<file path="src/rtl/ram_arbiter.sv">
// ram_arbiter: shares the RAM's second read port (addr2/out2) and its single
// write port between two requesters. m0 is the core load/store unit and m1
// is the program loader / debug master.
//
// Every transaction takes a fixed IDLE -> ISSUE -> RESP sequence:
//   IDLE  : pick a winner, pulse its gnt and latch its request.
//   ISSUE : drive the latched request to the RAM. The RAM writes and
//           samples out2 at the end of this cycle.
//   RESP  : return out2 to the winner with a one-cycle rvalid.
// Acceptance in cycle N gives rvalid in cycle N+2. The next acceptance can
// happen in cycle N+3.
//
// Handshake: a requester holds req (and its mode/addr/wdata) until it sees
// gnt, which is a one-cycle pulse in the acceptance cycle. rvalid is a
// one-cycle pulse two cycles later. There is no backpressure on rvalid.
//
// When both ports request together, the port that was not granted last
// wins. last_q holds the last winner (0 = m0, 1 = m1).
//
// Optional feature (macro RAM_ARBITER_ALIGN_CHECK_EN): adds m0_err/m1_err.
// A misaligned half or word write is still granted, but it is suppressed at
// the RAM. Its response carries err=1 and rdata=0.
//
// Ports:
//   clk, rst                     clock and synchronous active-high reset
//   mX_req/write_mode/addr/wdata request from port X (00 rd, 01 b, 10 h, 11 w)
//   mX_gnt, mX_rvalid, mX_rdata  accept pulse, response pulse, read data
//   mX_err                       misaligned-write flag (optional feature only)
//   ram_addr, ram_write_*        to the RAM addr2 and write port
//   ram_rdata                    from the RAM out2
// Internal state is visible as state_q (enum state_e) for debug binding.
module ram_arbiter #(
    parameter int XLEN       = 32,
    parameter bit RESET_LAST = 1'b1
) (
    input  logic            clk,
    input  logic            rst,
    input  logic            m0_req,
    input  logic [1:0]      m0_write_mode,
    input  logic [XLEN-1:0] m0_addr,
    input  logic [XLEN-1:0] m0_wdata,
    output logic            m0_gnt,
    output logic            m0_rvalid,
    output logic [XLEN-1:0] m0_rdata,
    input  logic            m1_req,
    input  logic [1:0]      m1_write_mode,
    input  logic [XLEN-1:0] m1_addr,
    input  logic [XLEN-1:0] m1_wdata,
    output logic            m1_gnt,
    output logic            m1_rvalid,
    output logic [XLEN-1:0] m1_rdata,
`ifdef RAM_ARBITER_ALIGN_CHECK_EN
    output logic            m0_err,
    output logic            m1_err,
`endif
    output logic [XLEN-1:0] ram_addr,
    output logic [1:0]      ram_write_mode,
    output logic [XLEN-1:0] ram_write_addr,
    output logic [XLEN-1:0] ram_write_data,
    input  logic [XLEN-1:0] ram_rdata
);

    typedef enum logic [1:0] {
        IDLE  = 2'd0,
        ISSUE = 2'd1,
        RESP  = 2'd2
    } state_e;

    state_e            state_q, state_d;
    logic              last_q, last_d;
    logic              id_q, id_d;
    logic [1:0]        mode_q, mode_d;
    logic [XLEN-1:0]   addr_q, addr_d;
    logic [XLEN-1:0]   wdata_q, wdata_d;

    logic              win_m1;
    logic              accept;
    logic              misalign;

    // With both ports requesting, the one not granted last wins.
    assign win_m1 = (m0_req && m1_req) ? ~last_q : m1_req;
    assign accept = (state_q == IDLE) && !rst && (m0_req || m1_req);

`ifdef RAM_ARBITER_ALIGN_CHECK_EN
    assign misalign = ((mode_q == 2'b10) && addr_q[0]) ||
                      ((mode_q == 2'b11) && (addr_q[1:0] != 2'b00));
`else
    assign misalign = 1'b0;
`endif

    // The address and data registers only change at acceptance, so the
    // RAM side holds its last value outside ISSUE without extra muxing.
    assign ram_addr       = addr_q;
    assign ram_write_addr = addr_q;
    assign ram_write_data = wdata_q;

    // State register
    always_ff @(posedge clk) begin
        if (rst) begin
            state_q <= IDLE;
            last_q  <= RESET_LAST;
            id_q    <= 1'b0;
            mode_q  <= 2'b00;
            addr_q  <= '0;
            wdata_q <= '0;
        end else begin
            state_q <= state_d;
            last_q  <= last_d;
            id_q    <= id_d;
            mode_q  <= mode_d;
            addr_q  <= addr_d;
            wdata_q <= wdata_d;
        end
    end

    // Next-state logic
    always_comb begin
        state_d = state_q;
        last_d  = last_q;
        id_d    = id_q;
        mode_d  = mode_q;
        addr_d  = addr_q;
        wdata_d = wdata_q;
        case (state_q)
            IDLE: begin
                if (accept) begin
                    state_d = ISSUE;
                    last_d  = win_m1;
                    id_d    = win_m1;
                    mode_d  = win_m1 ? m1_write_mode : m0_write_mode;
                    addr_d  = win_m1 ? m1_addr       : m0_addr;
                    wdata_d = win_m1 ? m1_wdata      : m0_wdata;
                end
            end
            ISSUE:   state_d = RESP;
            RESP:    state_d = IDLE;
            default: state_d = IDLE;
        endcase
    end

    // Output logic. Everything is gated by rst, so a reset in ISSUE or RESP
    // suppresses the write and the response in that same cycle.
    always_comb begin
        m0_gnt         = 1'b0;
        m1_gnt         = 1'b0;
        m0_rvalid      = 1'b0;
        m1_rvalid      = 1'b0;
        m0_rdata       = '0;
        m1_rdata       = '0;
        ram_write_mode = 2'b00;
`ifdef RAM_ARBITER_ALIGN_CHECK_EN
        m0_err         = 1'b0;
        m1_err         = 1'b0;
`endif
        case (state_q)
            IDLE: begin
                if (accept) begin
                    m0_gnt = ~win_m1;
                    m1_gnt = win_m1;
                end
            end
            ISSUE: begin
                if (!rst && !misalign) begin
                    ram_write_mode = mode_q;
                end
            end
            RESP: begin
                if (!rst) begin
                    if (id_q) begin
                        m1_rvalid = 1'b1;
                        m1_rdata  = misalign ? '0 : ram_rdata;
`ifdef RAM_ARBITER_ALIGN_CHECK_EN
                        m1_err    = misalign;
`endif
                    end else begin
                        m0_rvalid = 1'b1;
                        m0_rdata  = misalign ? '0 : ram_rdata;
`ifdef RAM_ARBITER_ALIGN_CHECK_EN
                        m0_err    = misalign;
`endif
                    end
                end
            end
            default: ;
        endcase
    end

endmodule

</file>
<file path="config.mk">
export PLATFORM = sky130hd
export DESIGN_NAME = ram_arbiter
export DESIGN_NICKNAME = d
export VERILOG_FILES = /design/src/rtl/ram_arbiter.sv
export SDC_FILE = /design/constraint.sdc
export NUM_CORES = 1
export LEC_CHECK = 0
export BUFFER_PORTS_ARGS = -buffer_cell sky130_fd_sc_hd__buf_2
export CORE_AREA = 2 2 130 132
export DETAILED_ROUTE_END_ITERATION = 6
export DIE_AREA = 0 0 132 134
export PLACE_DENSITY_LB_ADDON = 0.1
export SLEW_MARGIN = 20
export SYNTH_ARGS = -nofsm -noshare
export SYNTH_HDL_FRONTEND = slang
export SYNTH_SLANG_ARGS = --single-unit
</file>
<file path="constraint.sdc">
create_clock -name clk -period 2.15 [get_ports clk]
set_clock_uncertainty 0.1 [all_clocks]
set_input_delay 0.43 -clock clk [delete_from_list [all_inputs] [get_ports clk]]
set_output_delay 0.43 -clock clk [all_outputs]
set_load 0.02 [all_outputs]
</file>
==> metrics.txt, run 1 <==
total power=3.98 mW; Rows=47; number of global-route vias before repair=4772; Final Setup Violations=0; Pre-antenna DRT Iters=4; Final Net Count=942; placed insts=983; RSZ-0062 raised after global routing=false; CP peak stage delay=0.34 ns; gr usage total=18.4%; Die Wd=132 µm; Top Ports=334; Post-Route WL=16700 µm; Highest Clock Rate=0.487 GHz; DRC viols=0; MaxCap Viol Count=0; Slew Limit Fails=0; die area=17700 µm²; Final Core Density=35.3%; commonest non-fill, non-tap cell in the layout=buf_2; worst skew pair latency=0.33 ns; Pleak=3.01 nW; Mapped Cells=496; P per Cell Area=691 nW/µm²; H-tree depth=3; worst vdd ir=0.000409 V; pre-CTS WS=0.211 ns; Starting Density=23.4%; FILL cells=1770; Finished Layout Cells=999; Max-slew headroom=56.2%; most frequent cells in the layout=buf_2, nand2_1, dfxtp_1; Die Ht=134 µm; Cell Area, Synth=3810 µm²; flops & latches, synth=70; Least-Margin Pin Slew=0.657 ns; Startpoint Class=flip-flop; CP Data Arrival Time=1.52 ns; Final GP Congestion=0.786; crit-path cells=nor4b_4, buf_12, and2_1, buf_2; Reg clk slew, reported paths=0.06 ns; Root Driver=clkbuf_16; drt first-iter violations=168; Required @ worst endpoint=1.62 ns; Hold Vio Cnt, Final=0; CTS max path bufs=2; Core Region=16300 µm²; CP Capture Type=output pin; Synth Warn #=0; dpl hpwl=12100 µm; first-pass GRT wire length=25700 µm; critical path fanouts, max=33; Tcrit/Tclk final=95.6%; CTS tree=built; cts bufs inserted=9; Hold Path Class=input pin to flip-flop; Critical-path top delay cell=dfxtp_1; setup_tns=0 ns; Routed WL per cell=16.7 µm; # diodes=0; # port buffers=333; Hold Buf Count CTS=0; Synth cell types=23; Post-Syn Nets=664; initial antenna violation count=0; min cycle time layout=2.05 ns; Area growth syn-to-layout=50.9%; pin count of the biggest net entering global routing=56; via count=4644; Final WS setup=0.0956 ns; postcts setup bufs=0; CP Class=flip-flop to output pin; clock sink count=70; GRT overflow=0; Seq/Total Area, Yosys=36.7%; Vias per Instance=4.65; Detail Route Antenna Nets=0; Syn Area/Cell=7.69 µm²; ratio of cells with drive above 1 in the final layout=48.0%; status=finished clean
[flip-flops by register name (all words and copies together), names as in the netlist]
name / flops
ram_addr: 32
last_q: 1
mode_q: 2
state_q: 2
ram_write_data: 32
id_q: 1
[cells by family after synthesis]
group | Yosys count | synth area share (%)
AND/OR/NAND/NOR | 206 | 25.8
AO/OA/AOI/OAI | 137 | 25.1
buffers and inverters | 83 | 12.4
flip-flops | 70 | 36.7
[report_power, final]
| group | switching [mW] | internal (mW) | leakage [nW] |
|---|---|---|---|
| registers | 0.0817 | 1.42 | 0.578 |
| logic | 0.679 | 0.416 | 2.29 |
| clock network | 0.572 | 0.807 | 0.132 |
[final timing paths]
check                           from  slack [ns]                  to  depth (start not counted)
hold / removal            m0_addr[3]        0.25         ram_addr[3]                          3
hold reg to reg   ram_write_data[22]        0.42  ram_write_data[22]                          2
setup / recovery                id_q         0.1        m0_rdata[22]                          4
setup reg to reg          state_q[1]        0.53  ram_write_data[27]                          4
[per-stage QoR]
| stage | instance area, µm² | hold slack (ns) |
|---|---|---|
| finish | 5760 | 0.248 |
| global route | 5760 | 0.244 |
| CTS | 5750 | 0.230 |
| detailed placement | 5480 | 0.411 |
| global placement | 5480 | 0.405 |
| floorplan | 3810 | 0.381 |
[final cells by class]
type	instances	area (µm²)	share of cell area, %
multi-input cells	343	1950	34.0
repair buffers	349	1850	32.1
well taps	220	275	4.78
clock inverters	4	22.5	0.391
clock buffers	12	246	4.28
inverters	1	3.75	0.0652
flip-flops and latches	70	1400	24.4
[repair_timing]
action | 4_1_cts | 5_1_grt
setup endpoints to repair | 0 | 36
endpoints found under the hold margin | 0 | 0
resized for setup | 0 | 2
[per-layer routing]
metal	global-route usage, %	routed length, µm
met5	0	0
met4	4.71	197
met3	6.58	1330
met2	34.2	8610
met1	19.7	6600
[critical path, delay by kind of cell, from the launching register on]
kind,cells,cell delay [ns]
AND/OR/NAND/NOR,2,0.47
buffers and inverters,2,0.38
flip-flops,1,0.34
[synthesized netlist by cell type]
library cell    n  area [µm²]
nand2_1       132         495
a21oi_1        66         330
and2_1         66         413
nor2_1          1        3.75
a211o_1         1        8.76
dfxtp_1        70        1400
and4bb_2        1        12.5
buf_4          36         270
o21ba_2         1        10.0
a21boi_0        1        7.51
or2_0           1        6.26
nor3b_1         1        7.51
buf_2          16        80.1
nand2_2         1        6.26
a21bo_2         1        10.0
inv_2           1        3.75
nor3_4          1        16.3
a311oi_1       66         578
and3_1          1        6.26
buf_6           1        11.3
clkbuf_1       29         109
a21boi_2        1        11.3
nor4b_2         1        15.0
No activity file was read; power rests on OpenSTA's default activity.
==> run 2, diff against run 1 <==
CORE_AREA = 2 2 129 131   (was 2 2 130 132)
CTS_BUF_LIST = sky130_fd_sc_hd__clkbuf_4 sky130_fd_sc_hd__clkbuf_8   (was unset)
DIE_AREA = 0 0 131 133   (was 0 0 132 134)
SETUP_SLACK_MARGIN = 0.15   (was unset)
==> run 2 against run 1 <==
Net effect: worst hold slack got worse by 0.017 ns; highest routed layer unchanged; sequential share of layout area decreased by 2.1 points; cell area up 9.8%; final cell count rose by 0.50%; largest cell class is now buffers; via count increased by 2.2%.
==> metrics.txt, run 2 (synthesized netlist as in run 1, its figures left out) <==
status=finished clean; CP Class=flip-flop to output pin; pre-CTS WS=0.127 ns; initial antenna violation count=2; setup_tns=0 ns; CP Capture Type=output pin; Hold Buf Count CTS=0; Max-slew headroom=60.7%; Startpoint Class=flip-flop; die area=17400 µm²; CTS max path bufs=2; Top Ports=334; P per Cell Area=592 nW/µm²; most frequent cells in the layout=buf_2, nand2_1, dfxtp_1; Reg clk slew, reported paths=0.09 ns; worst skew pair latency=0.35 ns; Pleak=3.12 nW; cts bufs inserted=9; drt first-iter violations=165; Hold Vio Cnt, Final=0; Final Net Count=945; via count=4747; H-tree depth=3; CP Data Arrival Time=1.58 ns; Slew Limit Fails=0; Final WS setup=0.0352 ns; Rows=47; CTS tree=built; critical path fanouts, max=13; Die Ht=133 µm; GRT overflow=0; dpl hpwl=11600 µm; Pre-antenna DRT Iters=4; Routed WL per cell=17.0 µm; Final GP Congestion=0.762; RSZ-0062 raised after global routing=true; MaxCap Viol Count=0; clock sink count=70; # port buffers=333; Detail Route Antenna Nets=0; gr usage total=18.2%; Die Wd=131 µm; Core Region=16200 µm²; total power=3.74 mW; commonest non-fill, non-tap cell in the layout=buf_2; number of global-route vias before repair=4673; Hold Path Class=input pin to flip-flop; Required @ worst endpoint=1.62 ns; Least-Margin Pin Slew=0.589 ns; Highest Clock Rate=0.473 GHz; min cycle time layout=2.11 ns; Root Driver=clkbuf_8; Area growth syn-to-layout=65.7%; Final Setup Violations=0; Vias per Instance=4.73; pin count of the biggest net entering global routing=68; DRC viols=0; hold slack=0.231 ns; ratio of cells with drive above 1 in the final layout=54.9%; first-pass GRT wire length=24400 µm; Tcrit/Tclk final=98.4%; Starting Density=23.6%; worst vdd ir=0.000254 V; Post-Route WL=17100 µm
run 2: cell count changes in the layout (fill, tap and decap cells not counted), moves of 2 or more:
| cell | previous run | this run |
|---|---|---|
| buf_4 | 11 | 9 |
| clkbuf_16 | 9 | 2 |
| clkbuf_1 | 2 | 0 |
| and2_1 | 66 | 18 |
| clkbuf_8 | 1 | 10 |
| diode_2 | 0 | 2 |
| buf_2 | 333 | 268 |
| clkinv_2 | 3 | 1 |
| buf_6 | 0 | 66 |
| and2_4 | 0 | 48 |
| buf_12 | 5 | 7 |
run 2: cell type report:
class,count,area (µm²)
multi-input combinational,343,2080
clock inverter,5,58.8
antenna,2,5.00
sequential,70,1410
fill,1687,9850
inverter,1,3.75
clock buffer,11,145
tap,220,275
timing repair buffer,352,2340
run 2: worst max-delay path, cell delays in order, from the launching register on:
cell and delay [ns]:
dfxtp_4 0.37, nor4b_4 0.28, buf_6 0.16, clkbuf_16 0.16
and2_1 0.16, buf_6 0.13
run 2: where the power goes:
group	leakage, nW	switching, mW	internal, mW	total, mW
Combinational	2.44	0.681	0.445	1.13
Clock	0.0990	0.536	0.581	1.12
Sequential	0.579	0.0805	1.42	1.50
Total	3.12	1.30	2.45	3.74
run 2: final timing paths:
check | end | cells after the start | slack, ns | start
max | m0_rdata[17] | 5 | 0.04 | state_q[0]
min | ram_write_data[11] | 3 | 0.23 | m0_wdata[11]
max reg2reg | ram_write_data[23] | 5 | 0.53 | state_q[0]
min reg2reg | ram_write_data[8] | 2 | 0.42 | ram_write_data[8]
run 2: routing by layer:
metal	wire [µm]	GRT usage, %	vias to the layer above	share of wire (%)
met5	0	0	-	0
met4	291	5.61	0	1.7
met3	1420	5.54	19	8.3
met2	8910	33.8	234	52
met1	6440	19.2	2231	38
li1	-	-	2263	-
run 2: per-stage QoR:
stage | cell area [µm²] | instances | util [%]
global placement | 5490 | 980 | 33.9
CTS | 6010 | 997 | 37.1
detailed placement | 5490 | 980 | 33.9
finish | 6320 | 1004 | 39.1
floorplan | 3820 | 496 | -
global route | 6320 | 1004 | 39.1
run 2: what timing repair did:
item / 4_1_cts / 5_1_grt
resized for setup: 108 / 77
endpoints found under the setup margin: 69 / 67
gates cloned: 0 / 3
pin swaps: 8 / 19
buffers inserted: 1 / 2
==> run 3, diff against run 2 <==
REMOVE_ABC_BUFFERS = 1   (was unset)
==> run 3 against run 2 <==
Net effect: worst hold slack gained 0.0028 ns; utilization grew 0.22 points; sequential share of layout area shrank 0.12 points; register-to-register slack lost 0.07 ns; global-route usage shrank 1.3 points; sequential cell count is the same; via count shrank 0.23%; maximum frequency is essentially flat; final cell count grew 0.40%; critical endpoint unchanged; largest power group unchanged.
==> metrics.txt, run 3 (synthesized netlist as in run 1, its figures left out) <==
placed insts=983; MaxCap Viol Count=0; GR Layer Usage met1=18.2%; Hold Buf Count CTS=0; worst reg2reg path endpoint=ram_addr[29]; Root Driver=clkbuf_8; crit-path cells=nor4b_4, buf_6, buf_12, and2_1, buf_6; Critical-path top delay cell=dfxtp_4; met3 Track Usage GR=5.22%; Int Pwr=2.29 mW; Routed WL per cell=16.7 µm; initial antenna violation count=1; Final WS setup=0.0367 ns; worst skew pair latency=0.35 ns; status=finished clean; min cycle time layout=2.11 ns; Sw Share=36.0%; gr usage total=16.8%; Area growth syn-to-layout=66.7%; pre-CTS WS=0.183 ns; Startpoint Class=flip-flop; DRC viols=0; critical path fanouts, max=17; flop2flop setup slack=0.46 ns; Highest Clock Rate=0.473 GHz; Hold Path Class=input pin to flip-flop; Detail Route Antenna Nets=0; Core Region=16200 µm²; crit path capture=m0_rdata[17]; most frequent cell on the critical path=buf_6; Hold Vio Cnt, Final=0; worst vdd ir=0.000237 V; via count=4736; ratio of cells with drive above 1 in the final layout=54.1%; total power=3.58 mW; CP Class=flip-flop to output pin; CP peak stage delay=0.36 ns; met2 usage=31.4%; Pleak=3.13 nW; Sequential Power Share=41.9%; clock power share=26.4%; CTS max path bufs=2; Starting Density=23.6%; Vias per Instance=4.70; Comb pwr share=31.7%; die area=17400 µm²; worst setup path startpoint=state_q[0]; Max-slew headroom=59.2%; Reg clk slew, reported paths=0.08 ns; global routing's busiest layer=met2; GRT overflow=0; P per Cell Area=562 nW/µm²; # port buffers=333; Die Ht=133 µm; CP Capture Type=output pin; H-tree depth=3; P_sw=1.29 mW; cts bufs inserted=9; Tcrit/Tclk final=98.3%; Final GP Congestion=0.746; commonest non-fill, non-tap cell in the layout=buf_2; CP Data Arrival Time=1.58 ns; drt first-iter violations=141; Reg2Reg Depth=6; Rows=47; Final Setup Violations=0; number of global-route vias before repair=4316; CTS tree=built; Post-Route WL=16800 µm; Least-Margin Pin Slew=0.612 ns; most frequent cells in the layout=buf_2, nand2_1, buf_6; RR Startpoint=state_q[0]; Final Net Count=952; Die Wd=131 µm; setup_tns=0 ns; critical path depth=5; Finished Layout Cells=1008; Slew Limit Fails=0; Required @ worst endpoint=1.62 ns; pin count of the biggest net entering global routing=67; Top Ports=334; Final Core Density=39.3%; WP buf/inv=3; # diodes=0; cell family with most CP delay=simple AND/OR/NAND/NOR gates; dpl hpwl=11100 µm; first-pass GRT wire length=22700 µm; clock sink count=70; Pre-antenna DRT Iters=4; RSZ-0062 raised after global routing=true
## run 3: cell count changes in the layout (fill, tap and decap cells not counted), sizes merged
| cell | before | now |
|---|---|---|
| buf | 350 | 357 |
| bufinv | 1 | 0 |
| clkbuf | 13 | 12 |
| clkinv | 2 | 4 |
| clkinvlp | 2 | 1 |
| diode | 2 | 0 |
## run 3: area by class of cell
type | count | area [µm²]
tap | 220 | 275
sequential | 70 | 1410
fill | 1646 | 9820
inverter | 1 | 3.75
clock buffer | 10 | 131
timing repair buffer | 359 | 2450
clock inverter | 5 | 27.5
multi-input combinational | 343 | 2060
## run 3: metal layers
metal / part of all wire, % / wire, µm
met1: 38 / 6350
met2: 52 / 8740
met3: 8.9 / 1510
met4: 1.4 / 228
met5: 0.077 / 13
## run 3: worst min-delay path by stage
stage / startpoint / endpoint / slack, ns / cells after the start
2_1_floorplan: last_q / last_q / 0.38 / 1
3_3_place_gp: ram_write_data[3] / ram_write_data[3] / 0.40 / 2
3_5_place_dp: ram_write_data[22] / ram_write_data[22] / 0.41 / 2
4_1_cts: m0_addr[7] / ram_addr[7] / 0.21 / 3
5_1_grt: m1_addr[30] / ram_addr[30] / 0.21 / 3
6_report: m0_addr[7] / ram_addr[7] / 0.23 / 3
## run 3: timing repair
action | in CTS | in global routing
resized for setup | 52 | 133
pin swaps | 4 | 28
setup endpoints to repair | 66 | 70
buffers inserted | 3 | 2
cloned | 2 | 3
## run 3: per-stage QoR
step                hold WS (ns)  cell area [µm²]
global route               0.214             6360
detailed placement         0.411             5500
floorplan                  0.381             3340
finish                     0.233             6360
CTS                        0.213             5890
global placement           0.401             5500
## run 3: worst register-to-register path: stages (launching register included)
cell and delay, ns:
dfxtp_4 0.36, buf_4 0.14, nor3_4 0.18, buf_4 0.24
buf_12 0.22, a21oi_1 0.11, a311oi_1 0.26
## run 3: power groups by stage
stage          Sequential, mW  Clock [mW]  Combinational, mW
3_3_place_gp             1.53           0               1.09
3_5_place_dp             1.53           0               1.09
6_report                 1.50       0.945               1.13
5_1_grt                  1.51        1.04               1.22
2_1_floorplan            1.73           0              0.359
4_1_cts                  1.50       0.984               1.10
